===== config.mk =====
export PLATFORM = sky130hd
export DESIGN_NAME = spi_slave
export DESIGN_NICKNAME = d
export VERILOG_FILES = /design/src/rtl/spi_pkg.sv /design/src/rtl/spi_sync_edge.sv /design/src/rtl/spi_slave.sv
export SDC_FILE = /design/constraint.sdc
export NUM_CORES = 1
export LEC_CHECK = 0
export CAP_MARGIN = 30
export CORE_MARGIN = 10
export CORE_UTILIZATION = 57
export DETAILED_ROUTE_END_ITERATION = 6
export GPL_ROUTABILITY_DRIVEN = 0
export PLACE_DENSITY = 0.84
export SYNTH_ARGS = -nofsm -noshare
export SYNTH_HDL_FRONTEND = slang
export SYNTH_SLANG_ARGS = --single-unit

===== constraint.sdc =====
create_clock -name clk -period 3.8 [get_ports clk]
set_input_delay 1.14 -clock clk [delete_from_list [all_inputs] [get_ports clk]]
set_output_delay 1.14 -clock clk [all_outputs]
set_load 0.02 [all_outputs]

===== src/rtl/spi_pkg.sv =====
// Shared definitions for the SPI slave: FSM state encoding and default word width.
package spi_pkg;

    localparam int DEFAULT_DATA_WIDTH = 8;

    typedef enum logic [1:0] {
        IDLE  = 2'd0,
        SHIFT = 2'd1
    } state_t;

endpackage


===== src/rtl/spi_sync_edge.sv =====
// Multi-flop synchroniser for one SPI pin plus rise/fall detection of the
// synchronised level. Flops reset to 1 so idle-high pins produce no edge at
// reset release.
module spi_sync_edge
    import spi_pkg::*;
#(
    parameter int SYNC_STAGES = 2
) (
    input  logic clk,
    input  logic reset,
    input  logic din,
    output logic level,
    output logic rise,
    output logic fall
);

    logic [SYNC_STAGES-1:0] sync_q;
    logic [SYNC_STAGES-1:0] sync_d;
    logic                   prev_q;
    logic                   prev_d;

    // Shift the pin into the chain and keep a one-cycle-delayed copy of the output.
    always_comb begin
        sync_d = {sync_q[SYNC_STAGES-2:0], din};
        prev_d = sync_q[SYNC_STAGES-1];
    end

    // Synchroniser and delay registers.
    always_ff @(posedge clk or posedge reset) begin
        if (reset) begin
            sync_q <= '1;
            prev_q <= 1'b1;
        end else begin
            sync_q <= sync_d;
            prev_q <= prev_d;
        end
    end

    assign level = sync_q[SYNC_STAGES-1];
    assign rise  = level & ~prev_q;
    assign fall  = ~level & prev_q;

endmodule


===== src/rtl/spi_slave.sv =====
// SPI slave (clock idles high, mosi/miso change on spi_clk rising, sampled on
// falling). All pins are oversampled in the clk domain; received words appear on
// data_rd with a one-cycle rd_valid pulse, and tx_buf is shifted out on miso.
module spi_slave
    import spi_pkg::*;
#(
    parameter int DATA_WIDTH  = DEFAULT_DATA_WIDTH,
    parameter int SYNC_STAGES = 2
) (
    input  logic                  clk,
    input  logic                  reset,
    input  logic                  spi_clk,
    input  logic                  cs,
    input  logic                  mosi,
    output logic                  miso,
    input  logic [DATA_WIDTH-1:0] data_tx,
    input  logic                  tx_load,
    output logic [DATA_WIDTH-1:0] data_rd,
    output logic                  rd_valid,
    output logic                  frame_err,
    output logic                  busy,
    output logic [1:0]            state
);

    localparam int              CNT_W    = $clog2(DATA_WIDTH + 1);
    localparam logic [CNT_W-1:0] CNT_FULL = CNT_W'(DATA_WIDTH);
    localparam logic [CNT_W-1:0] CNT_ONE  = CNT_W'(1);

    logic sclk_s, sclk_rise, sclk_fall;
    logic cs_s, cs_rise, cs_fall;
    logic mosi_s, mosi_rise_unused, mosi_fall_unused;

    spi_sync_edge #(.SYNC_STAGES(SYNC_STAGES)) u_sync_sclk (
        .clk(clk), .reset(reset), .din(spi_clk),
        .level(sclk_s), .rise(sclk_rise), .fall(sclk_fall)
    );

    spi_sync_edge #(.SYNC_STAGES(SYNC_STAGES)) u_sync_cs (
        .clk(clk), .reset(reset), .din(cs),
        .level(cs_s), .rise(cs_rise), .fall(cs_fall)
    );

    spi_sync_edge #(.SYNC_STAGES(SYNC_STAGES)) u_sync_mosi (
        .clk(clk), .reset(reset), .din(mosi),
        .level(mosi_s), .rise(mosi_rise_unused), .fall(mosi_fall_unused)
    );

    state_t                state_q, state_d;
    logic [CNT_W-1:0]      count_q, count_d;
    logic [DATA_WIDTH-1:0] rx_shift_q, rx_shift_d;
    logic [DATA_WIDTH-1:0] tx_shift_q, tx_shift_d;
    logic [DATA_WIDTH-1:0] tx_buf_q, tx_buf_d;
    logic [DATA_WIDTH-1:0] data_rd_q, data_rd_d;
    logic                  rd_valid_q, rd_valid_d;
    logic                  frame_err_q, frame_err_d;
    logic                  miso_q, miso_d;
    logic                  skip_rise_q, skip_rise_d;

    // Next-state logic: frame start, bit shifting, word boundaries and frame end.
    always_comb begin
        state_d     = state_q;
        count_d     = count_q;
        rx_shift_d  = rx_shift_q;
        tx_shift_d  = tx_shift_q;
        tx_buf_d    = tx_load ? data_tx : tx_buf_q;
        data_rd_d   = data_rd_q;
        rd_valid_d  = 1'b0;
        frame_err_d = 1'b0;
        miso_d      = miso_q;
        skip_rise_d = skip_rise_q;

        case (state_q)
            IDLE: begin
                miso_d  = 1'b1;
                count_d = CNT_FULL;
                if (cs_fall) begin
                    // MSB is presented now and consumed by the first falling
                    // edge, so the first rising edge of the frame must shift.
                    state_d     = SHIFT;
                    tx_shift_d  = tx_buf_d;
                    miso_d      = tx_buf_d[DATA_WIDTH-1];
                    skip_rise_d = 1'b0;
                end
            end
            SHIFT: begin
                if (sclk_fall) begin
                    rx_shift_d = {rx_shift_q[DATA_WIDTH-2:0], mosi_s};
                    if (count_q == CNT_ONE) begin
                        // Word complete: publish it and reload for the next word.
                        // The reload presents the new MSB before the rising edge
                        // that follows, so that rising edge must not shift.
                        data_rd_d   = rx_shift_d;
                        rd_valid_d  = 1'b1;
                        count_d     = CNT_FULL;
                        tx_shift_d  = tx_buf_d;
                        miso_d      = tx_buf_d[DATA_WIDTH-1];
                        skip_rise_d = 1'b1;
                    end else begin
                        count_d = count_q - CNT_ONE;
                    end
                end
                if (sclk_rise) begin
                    if (skip_rise_q) begin
                        skip_rise_d = 1'b0;
                    end else begin
                        tx_shift_d = {tx_shift_q[DATA_WIDTH-2:0], 1'b0};
                        miso_d     = tx_shift_q[DATA_WIDTH-2];
                    end
                end
                if (cs_rise) begin
                    // A word finishing in this same cycle has already reset count_d.
                    state_d     = IDLE;
                    miso_d      = 1'b1;
                    frame_err_d = (count_d != CNT_FULL);
                    count_d     = CNT_FULL;
                end
            end
            default: begin
                state_d = IDLE;
                miso_d  = 1'b1;
                count_d = CNT_FULL;
            end
        endcase
    end

    // State and datapath registers.
    always_ff @(posedge clk or posedge reset) begin
        if (reset) begin
            state_q     <= IDLE;
            count_q     <= CNT_FULL;
            rx_shift_q  <= '0;
            tx_shift_q  <= '0;
            tx_buf_q    <= '0;
            data_rd_q   <= '0;
            rd_valid_q  <= 1'b0;
            frame_err_q <= 1'b0;
            miso_q      <= 1'b1;
            skip_rise_q <= 1'b0;
        end else begin
            state_q     <= state_d;
            count_q     <= count_d;
            rx_shift_q  <= rx_shift_d;
            tx_shift_q  <= tx_shift_d;
            tx_buf_q    <= tx_buf_d;
            data_rd_q   <= data_rd_d;
            rd_valid_q  <= rd_valid_d;
            frame_err_q <= frame_err_d;
            miso_q      <= miso_d;
            skip_rise_q <= skip_rise_d;
        end
    end

    assign miso      = miso_q;
    assign data_rd   = data_rd_q;
    assign rd_valid  = rd_valid_q;
    assign frame_err = frame_err_q;
    assign busy      = (state_q == SHIFT);
    assign state     = state_q;

endmodule


==> flow_metrics.py, run 1 <==
metrics = {
    "sta": {
        "finalHoldViolations": 0,
        "clock.fmax_ghz": 0.347,
        "tightestPinTransition_ps": 502,
        "maxSlewViolCount": 0,
        "timing.max_slew.rel_slack_pct": 66.5,
        "final-setup-viol-count": 0,
        "grt_setup_unrepaired": "no",
        "min_cycle_time_layout_ps": 2880,
        "worst_hold_slack_ps": 365,
        "timing.final.crit_share_pct": 75.8,
        "skew_ps": 4.05,
        "totalNegativeSetupSlack_ps": 0,
    },
    "outcome": {
        "outcome": "finished clean",
    },
    "pwr": {
        "p_per_area_mw_per_mm2": 430,
        "static-leakage-power_nw": 1.05,
        "finalPower_uw": 988,
        "ir_drop_mv": 0.280,
    },
    "die": {
        "start_util_pct": 58.7,
        "rows": 21,
        "die-area_mm2": 0.00614,
        "fp.coreArea_mm2": 0.00331,
        "io-pin-count": 28,
        "dieWidth_um": 78.4,
        "die_height_um": 78.4,
    },
    "clocking": {
        "cts.htree.levels": 2,
        "cts.repair_timing.setup_buffer_count": 0,
        "path_clk_slew_ps": 130,
        "cts_buffer_depth": 2,
        "clock_root_cell": "sky130_fd_sc_hd__clkbuf_4",
        "clock_latency_of_the_later_clocked_register_in_the_worst_skew_pair_ps": 350,
        "cts_sinks": 47,
        "holdBufCountCts": 0,
        "tritoncts": "yes",
        "cts.repair.resized": 0,
        "tritoncts.num_buffers": 5,
    },
    "layout": {
        "antenna_cells": 0,
        "post_route_cells_drive_above_1_share_pct": 18.6,
        "fillers": 246,
        "number_of_nets_at_the_end_of_the_flow": 187,
        "most_frequent_standard_cell_in_the_layout_excluding_fill_and_tap_cells": "sky130_fd_sc_hd__dfrtp_1",
        "final_cell_mix": "sky130_fd_sc_hd__dfrtp_1 (37), sky130_fd_sc_hd__clkdlybuf4s50_1 (26), sky130_fd_sc_hd__mux2_1 (15)",
        "area_delta_synth_final_pct": 18.4,
    },
    "min_path": {
        "worst_case_hold_path_end_point": "u_sync_cs.sync_q[1]",
        "holdPathStages": 0,
        "min_from": "u_sync_cs.sync_q[0]",
        "min_path_type": "flip-flop to flip-flop",
    },
    "global_routing": {
        "grt_pass1_vias": 1376,
        "antenna_violations_before_repair": 0,
        "grt_remaining_overflow": 0,
        "global_route_wire_length_before_repair_um": 6490,
        "grt_resource_usage_total_pct": 13.3,
        "grt_start_max_net_pins": 28,
    },
    "critical_path": {
        "worst-path-buf-inv": 1,
        "cp_max_fo": 16,
        "critical_path.top_delay_family": "buffers and inverters",
        "cp_slowest_stage_delay_ps": 700,
        "setup_slack_of_the_worst_register_to_register_path_ps": 1590,
        "worst-endpoint-arrival_ps": 1740,
        "critical-path-slowest-cell": "sky130_fd_sc_hd__clkdlybuf4s50_1",
        "reg2reg_from": "state[0]",
        "reg2regPathDepth": 4,
        "path_class": "flip-flop to output pin",
        "required_ps": 2660,
        "crit_chain": "clkdlybuf4s50_1",
        "timing.critical_path.to_type": "output pin",
        "r2r-end": "tx_shift_q[6]",
        "critPathLaunchType": "flip-flop",
    },
    "logic_synthesis": {
        "area_of_the_mapped_netlist_mm2": 0.00194,
        "synth.distinct_cells": 40,
        "synth_sequential_area_ratio_pct": 61.2,
        "ys.warnings.count": 0,
        "syn-instance-count": 143,
        "synth.avg_cell_area_um2": 13.6,
        "synth-seq-cells": 47,
        "synth_edf_count": 0,
        "postSynth.topFlopCell": "sky130_fd_sc_hd__dfrtp_1",
        "syn-num-nets": 159,
        "async_flop_share_pct": 100,
    },
    "detailed_routing": {
        "wire_per_inst_um": 16.8,
        "post_route_drc_violation_count": 0,
        "routed_wl_um": 3670,
        "first_iter_violations": 99,
        "dr.pass1.iters": 4,
        "drt.antenna.violating_nets": 0,
        "vias": 1205,
        "drt-vias-per-instance": 5.53,
    },
    "placement": {
        "port-buffer-count": 26,
        "post-dp-hpwl_um": 2670,
    },
    "run": {
        "max_cap_violations": 0,
    },
}
==> cell usage after synthesis, types with 3 or more instances <==
master	instances	area [µm²]
sky130_fd_sc_hd__a21oi_1	4	20.0
sky130_fd_sc_hd__a221o_1	6	60.1
sky130_fd_sc_hd__and3_1	6	37.5
sky130_fd_sc_hd__buf_4	4	30.0
sky130_fd_sc_hd__clkbuf_1	3	11.3
sky130_fd_sc_hd__dfrtp_1	37	926
sky130_fd_sc_hd__dfstp_2	10	263
sky130_fd_sc_hd__inv_1	8	30.0
sky130_fd_sc_hd__mux2_1	15	169
sky130_fd_sc_hd__mux2_2	7	78.8
sky130_fd_sc_hd__nand2_1	3	11.3
sky130_fd_sc_hd__nor2_1	6	22.5
==> logic make-up after synthesis <==
group	after synthesis	share of synthesized area (%)
flops	47	61.2
simple gates	31	10.4
mux	23	13.3
compound gates	22	9.21
buf+inv	16	3.87
fa+ha+maj	3	1.80
other cells	1	0.193
==> flip-flops by register name, summed over array words and instances (netlist names) <==
name                flops
count_q                 4
data_rd                 8
frame_err               1
miso                    1
rd_valid                1
rx_shift_q              7
skip_rise_q             1
state                   1
tx_buf_q                8
tx_shift_q              7
u_sync_cs.prev_q        1
u_sync_cs.sync_q        2
u_sync_mosi.sync_q      2
u_sync_sclk.prev_q      1
u_sync_sclk.sync_q      2
==> report_power, final <==
part / leakage [nW] / internal (mW) / switching [mW] / total, mW
combinational: 0.443 / 0.0810 / 0.0684 / 0.149
clock: 0.0282 / 0.0715 / 0.151 / 0.222
sequential: 0.583 / 0.571 / 0.0455 / 0.617
total: 1.05 / 0.724 / 0.265 / 0.988
==> through the flow <==
stage	setup slack, ps	instance area, µm²	utilization [%]	instances
finish	921	2300	69.5	218
detailed placement	1130	2250	67.8	210
floorplan	1560	1940	-	143
global placement	1170	2230	67.2	209
CTS	894	2300	69.5	218
global route	810	2300	69.5	218
==> cell type report <==
cell class              instances  area [µm²]  area share, %
well taps                      46        57.6           2.50
flip-flops and latches         47        1190           51.7
inverters                       9        33.8           1.47
clock buffers                   6        41.3           1.80
multi-input cells              80         678           29.5
repair buffers                 28         288           12.5
clock inverters                 2        12.5          0.544
==> layer usage <==
layer	track usage [%]	routed length, µm
met2	21.5	1810
met5	0	0
met4	7.53	68
met1	15.2	1600
met3	4.44	193
==> worst max path at each step <==
| stage | startpoint | end | slack (ps) | depth (start not counted) |
|---|---|---|---|---|
| 3_5_place_dp | tx_load | tx_shift_q[1] | 1130 | 3 |
| 5_1_grt | state[0] | busy | 810 | 1 |
| 4_1_cts | state[0] | state[0] | 890 | 1 |
| 2_1_floorplan | reset | count_q[0] | 1560 | 1 |
| 3_3_place_gp | tx_load | tx_shift_q[6] | 1170 | 3 |
| 6_report | state[0] | state[0] | 920 | 1 |
Power figures use the tool's default switching activity.
==> inputs of run 2 (changes only) <==
--- a/config.mk
+++ b/config.mk
@@ -7,10 +7,10 @@
 export LEC_CHECK = 0
 export CAP_MARGIN = 30
 export CORE_MARGIN = 10
-export CORE_UTILIZATION = 57
+export CORE_UTILIZATION = 53
 export DETAILED_ROUTE_END_ITERATION = 6
 export GPL_ROUTABILITY_DRIVEN = 0
-export PLACE_DENSITY = 0.84
+export PLACE_DENSITY = 0.79
 export SYNTH_ARGS = -nofsm -noshare
 export SYNTH_HDL_FRONTEND = slang
 export SYNTH_SLANG_ARGS = --single-unit
==> constraint.sdc (replaced) <==
create_clock -name clk -period 3 [get_ports clk]
set_input_delay 0.9 -clock clk [delete_from_list [all_inputs] [get_ports clk]]
set_output_delay 0.9 -clock clk [all_outputs]
set_load 0.02 [all_outputs]
==> run 2 against run 1 <==
Against the previous run:
- worst hold slack worse by 4.7 ps
- clock skew up 1.5 ps
- final cell count down 0.46%
- cell area up 0.76%
==> flow_metrics.py, run 2 (synthesized netlist as in run 1, its figures left out) <==
metrics = {
    "outcome": {
        "outcome": "finished clean",
    },
    "min_path": {
        "worst_case_hold_path_end_point": "u_sync_cs.sync_q[1]",
        "min_path_type": "flip-flop to flip-flop",
        "holdPathStages": 0,
        "min_from": "u_sync_cs.sync_q[0]",
    },
    "sta": {
        "totalNegativeSetupSlack_ps": 0,
        "skew_ps": 5.52,
        "timing.final.crit_share_pct": 84.5,
        "clock.fmax_ghz": 0.395,
        "final-setup-viol-count": 0,
        "maxSlewViolCount": 0,
        "finalHoldViolations": 0,
        "min_cycle_time_layout_ps": 2530,
        "grt_setup_unrepaired": "no",
        "tightestPinTransition_ps": 554,
        "timing.max_slew.rel_slack_pct": 63.0,
    },
    "layout": {
        "finish.instance_area_mm2": 0.00232,
        "fillers": 265,
        "number_of_nets_at_the_end_of_the_flow": 186,
        "final_cell_mix": "sky130_fd_sc_hd__dfrtp_1 (37), sky130_fd_sc_hd__clkdlybuf4s50_1 (26), sky130_fd_sc_hd__mux2_1 (15)",
        "antenna_cells": 0,
        "most_frequent_standard_cell_in_the_layout_excluding_fill_and_tap_cells": "sky130_fd_sc_hd__dfrtp_1",
        "post_route_cells_drive_above_1_share_pct": 18.1,
        "area_delta_synth_final_pct": 19.3,
        "multi_input_comb_area_um2": 678,
        "area.sequential_mm2": 0.00119,
    },
    "pwr": {
        "static-leakage-power_nw": 1.06,
        "p_per_area_mw_per_mm2": 583,
        "ir_drop_mv": 0.360,
    },
    "clocking": {
        "cts_buffer_depth": 2,
        "clock_root_cell": "sky130_fd_sc_hd__clkbuf_8",
        "tritoncts.num_buffers": 5,
        "tritoncts": "yes",
        "cts.htree.levels": 2,
        "cts.repair.resized": 0,
        "clock_latency_of_the_later_clocked_register_in_the_worst_skew_pair_ps": 290,
        "path_clk_slew_ps": 80,
        "cts.repair_timing.setup_buffer_count": 0,
        "cts_sinks": 47,
        "holdBufCountCts": 0,
    },
    "critical_path": {
        "required_ps": 2100,
        "timing.critical_path.to_type": "output pin",
        "crit_chain": "clkdlybuf4s50_1",
        "reg2regPathDepth": 4,
        "cp_slowest_stage_delay_ps": 710,
        "r2r-end": "tx_shift_q[3]",
        "worst-path-buf-inv": 1,
        "path_class": "flip-flop to output pin",
        "cp_max_fo": 16,
        "critical-path-slowest-cell": "sky130_fd_sc_hd__clkdlybuf4s50_1",
        "critical_path.top_delay_family": "buffers and inverters",
        "critPathLaunchType": "flip-flop",
        "setup_slack_of_the_worst_register_to_register_path_ps": 820,
        "worst-endpoint-arrival_ps": 1630,
        "reg2reg_from": "state[0]",
    },
    "detailed_routing": {
        "wire_per_inst_um": 16.7,
        "routed_wl_um": 3630,
        "dr.pass1.iters": 4,
        "first_iter_violations": 143,
        "drt-vias-per-instance": 5.62,
        "post_route_drc_violation_count": 0,
        "vias": 1220,
        "drt.antenna.violating_nets": 0,
    },
    "die": {
        "io-pin-count": 28,
        "start_util_pct": 56.4,
        "dieWidth_um": 80.5,
        "die_height_um": 80.5,
        "fp.coreArea_mm2": 0.00344,
        "die-area_mm2": 0.00649,
        "rows": 21,
    },
    "placement": {
        "placed_cell_area_mm2": 0.00223,
        "port-buffer-count": 26,
        "post-dp-hpwl_um": 2570,
    },
    "global_routing": {
        "antenna_violations_before_repair": 0,
        "groute.layer.met3.usage_pct": 5.12,
        "grt_most_used_layer": "met2",
        "global_route.usage.met2_pct": 19.7,
        "grt_remaining_overflow": 0,
        "met1_usage_grt_pct": 13.9,
        "grt_resource_usage_total_pct": 12.2,
        "grt_pass1_vias": 1298,
        "grt_start_max_net_pins": 48,
        "global_route_wire_length_before_repair_um": 6200,
    },
    "run": {
        "max_cap_violations": 0,
    },
}
run 2: power breakdown:
part / switching (mW) / internal, mW / leakage (nW)
clock network: 0.198 / 0.186 / 0.0482
logic: 0.0871 / 0.100 / 0.433
registers: 0.0572 / 0.724 / 0.583
run 2: worst max path at each step:
stage / depth (start not counted) / startpoint / end / slack (ps)
3_5_place_dp: 3 / tx_load / tx_shift_q[3] / 540
5_1_grt: 1 / state[0] / busy / 350
2_1_floorplan: 1 / reset / count_q[0] / 1000
6_report: 1 / state[0] / busy / 470
3_3_place_gp: 3 / tx_load / tx_shift_q[1] / 610
4_1_cts: 1 / state[0] / busy / 440
run 2: per-layer routing:
metal	vias to the layer above	share of wire (%)
met3	5	8.6
met1	613	42
met5	-	0
li1	560	-
met4	0	1.4
met2	42	48
run 2: final cells by class:
| class | count | area share (%) |
|---|---|---|
| Clock buffer | 7 | 3.73 |
| Sequential cell | 47 | 51.3 |
| Timing Repair Buffer | 27 | 11.6 |
| Tap cell | 46 | 2.48 |
| Multi-Input combinational cell | 80 | 29.3 |
| Clock inverter | 1 | 0.216 |
| Inverter | 9 | 1.46 |
run 2: stage by stage:
stage / utilization [%] / worst slack, ps / total power [mW] / hold slack, ps / cells
global route: 67.3 / 347 / 1.42 / 364 / 217
CTS: 67.3 / 437 / 1.36 / 361 / 217
detailed placement: 64.7 / 542 / 0.981 / 350 / 209
floorplan: - / 1000 / 0.906 / 345 / 143
finish: 67.3 / 466 / 1.35 / 360 / 217
global placement: 64.7 / 605 / 0.965 / 345 / 209
==> inputs of run 3 (changes only) <==
--- a/config.mk
+++ b/config.mk
@@ -7,10 +7,10 @@
 export LEC_CHECK = 0
 export CAP_MARGIN = 30
 export CORE_MARGIN = 10
-export CORE_UTILIZATION = 53
+export CORE_UTILIZATION = 48
 export DETAILED_ROUTE_END_ITERATION = 6
 export GPL_ROUTABILITY_DRIVEN = 0
-export PLACE_DENSITY = 0.79
+export PLACE_DENSITY = 0.76
 export SYNTH_ARGS = -nofsm -noshare
 export SYNTH_HDL_FRONTEND = slang
 export SYNTH_SLANG_ARGS = --single-unit
==> constraint.sdc (replaced) <==
create_clock -name clk -period 2.3 [get_ports clk]
set_input_delay 0.69 -clock clk [delete_from_list [all_inputs] [get_ports clk]]
set_output_delay 0.69 -clock clk [all_outputs]
set_load 0.02 [all_outputs]
==> run 3 against run 2 <==
Against the previous run:
- utilization decreased by 8.1 points
- worst hold slack about the same
- flip-flop and latch count unchanged
- clock power increased by 24%
- total power increased by 29%
- largest cell class unchanged
- register-to-register slack got worse by 360 ps
- largest power group unchanged
- clock-buffer cell count decreased by 1
- non-clock buffer count increased by 3
==> flow_metrics.py, run 3 (synthesized netlist as in run 1, its figures left out) <==
metrics = {
    "sta": {
        "totalNegativeSetupSlack_ps": 0,
        "tightestPinTransition_ps": 612,
        "clock.fmax_ghz": 0.470,
        "final-setup-viol-count": 0,
        "grt_setup_unrepaired": "no",
        "layout_setup_ws_ps": 172,
        "finalHoldViolations": 0,
        "skew_ps": 7.88,
        "timing.final.crit_share_pct": 92.5,
        "timing.max_slew.rel_slack_pct": 59.0,
        "min_cycle_time_layout_ps": 2130,
        "maxSlewViolCount": 0,
    },
    "pwr": {
        "ir_drop_mv": 0.588,
        "static-leakage-power_nw": 1.08,
        "p_per_area_mw_per_mm2": 740,
    },
    "critical_path": {
        "crit_chain": "clkdlybuf4s50_1",
        "worst-endpoint-arrival_ps": 1440,
        "path_class": "flip-flop to output pin",
        "critical_path.top_delay_family": "buffers and inverters",
        "critPathLaunchType": "flip-flop",
        "required_ps": 1610,
        "cp_max_fo": 2,
        "cp_slowest_stage_delay_ps": 600,
        "critical-path-slowest-cell": "sky130_fd_sc_hd__clkdlybuf4s50_1",
        "timing.critical_path.to_type": "output pin",
        "worst-path-buf-inv": 1,
    },
    "placement": {
        "port-buffer-count": 26,
        "post-dp-hpwl_um": 2500,
        "place_ws_ps": 64.7,
    },
    "die": {
        "die_height_um": 83.6,
        "dieWidth_um": 83.6,
        "rows": 23,
        "die-area_mm2": 0.00699,
        "io-pin-count": 28,
        "start_util_pct": 48.9,
        "fp.coreArea_mm2": 0.00397,
    },
    "clocking": {
        "cts.repair.resized": 0,
        "cts_sinks": 47,
        "holdBufCountCts": 0,
        "path_clk_slew_ps": 80,
        "cts.repair_timing.setup_buffer_count": 0,
        "clock_latency_of_the_later_clocked_register_in_the_worst_skew_pair_ps": 300,
        "cts.htree.levels": 2,
        "tritoncts.num_buffers": 5,
        "clock_root_cell": "sky130_fd_sc_hd__clkbuf_8",
        "cts_buffer_depth": 2,
        "tritoncts": "yes",
    },
    "global_routing": {
        "grt_start_max_net_pins": 32,
        "grt_resource_usage_total_pct": 10.5,
        "grt_pass1_vias": 1300,
        "global_route_wire_length_before_repair_um": 6040,
        "antenna_violations_before_repair": 0,
        "grt_remaining_overflow": 0,
    },
    "detailed_routing": {
        "wire_per_inst_um": 15.9,
        "drt.antenna.violating_nets": 0,
        "vias": 1178,
        "routed_wl_um": 3570,
        "dr.pass1.iters": 4,
        "first_iter_violations": 109,
        "post_route_drc_violation_count": 0,
        "drt-vias-per-instance": 5.26,
    },
    "layout": {
        "area_delta_synth_final_pct": 21.1,
        "most_frequent_standard_cell_in_the_layout_excluding_fill_and_tap_cells": "sky130_fd_sc_hd__dfrtp_1",
        "number_of_nets_at_the_end_of_the_flow": 189,
        "fillers": 314,
        "final_cell_mix": "sky130_fd_sc_hd__dfrtp_1 (37), sky130_fd_sc_hd__clkdlybuf4s50_1 (26), sky130_fd_sc_hd__mux2_1 (15)",
        "antenna_cells": 0,
        "post_route_cells_drive_above_1_share_pct": 19.5,
    },
    "run": {
        "max_cap_violations": 0,
    },
    "outcome": {
        "outcome": "finished clean",
    },
    "min_path": {
        "min_path_type": "flip-flop to flip-flop",
    },
}
run 3: area by class of cell:
class                           count  area, µm²  share of cell area, %
Tap cell                           50       62.6                   2.66
Clock inverter                      2       12.5                  0.532
Multi-Input combinational cell     80        678                   28.8
Sequential cell                    47       1190                   50.6
Inverter                            9       33.8                   1.44
Clock buffer                        6       72.6                   3.09
Timing Repair Buffer               30        303                   12.9
run 3: power by group:
group | switching [mW] | internal [mW] | total [mW]
Clock | 0.265 | 0.212 | 0.477
Sequential | 0.0646 | 0.944 | 1.01
Combinational | 0.119 | 0.136 | 0.254
Total | 0.448 | 1.29 | 1.74
run 3: final timing paths:
| kind | start | end | cells past startpoint | slack [ps] |
|---|---|---|---|---|
| max | miso | miso | 1 | 170 |
| min | u_sync_cs.sync_q[0] | u_sync_cs.sync_q[1] | 0 | 360 |
| max reg2reg | count_q[1] | tx_shift_q[6] | 6 | 460 |
| min reg2reg | u_sync_cs.sync_q[0] | u_sync_cs.sync_q[1] | 0 | 360 |
| max in group asynchronous | reset | count_q[3] | 3 | 1020 |
| min in group asynchronous | reset | data_rd[1] | 2 | 690 |
run 3: metal layers:
metal / vias up / global-route usage, % / wire (µm) / part of all wire [%]
li1: 559 / - / - / -
met1: 573 / 11.6 / 1620 / 45
met2: 37 / 16.5 / 1590 / 45
met3: 9 / 5.47 / 285 / 8.0
met4: 0 / 4.11 / 66 / 1.8
met5: - / 0 / 0 / 0
run 3: per-stage QoR:
stage / hold WS [ps] / total power [mW] / util (%) / cell area [µm²] / instances
detailed placement: 349 / 1.28 / 57.1 / 2270 / 216
global placement: 345 / 1.27 / 57.1 / 2270 / 216
floorplan: 345 / 1.18 / - / 1940 / 143
CTS: 362 / 1.76 / 59.2 / 2350 / 224
global route: 366 / 1.83 / 59.2 / 2350 / 224
finish: 360 / 1.74 / 59.2 / 2350 / 224
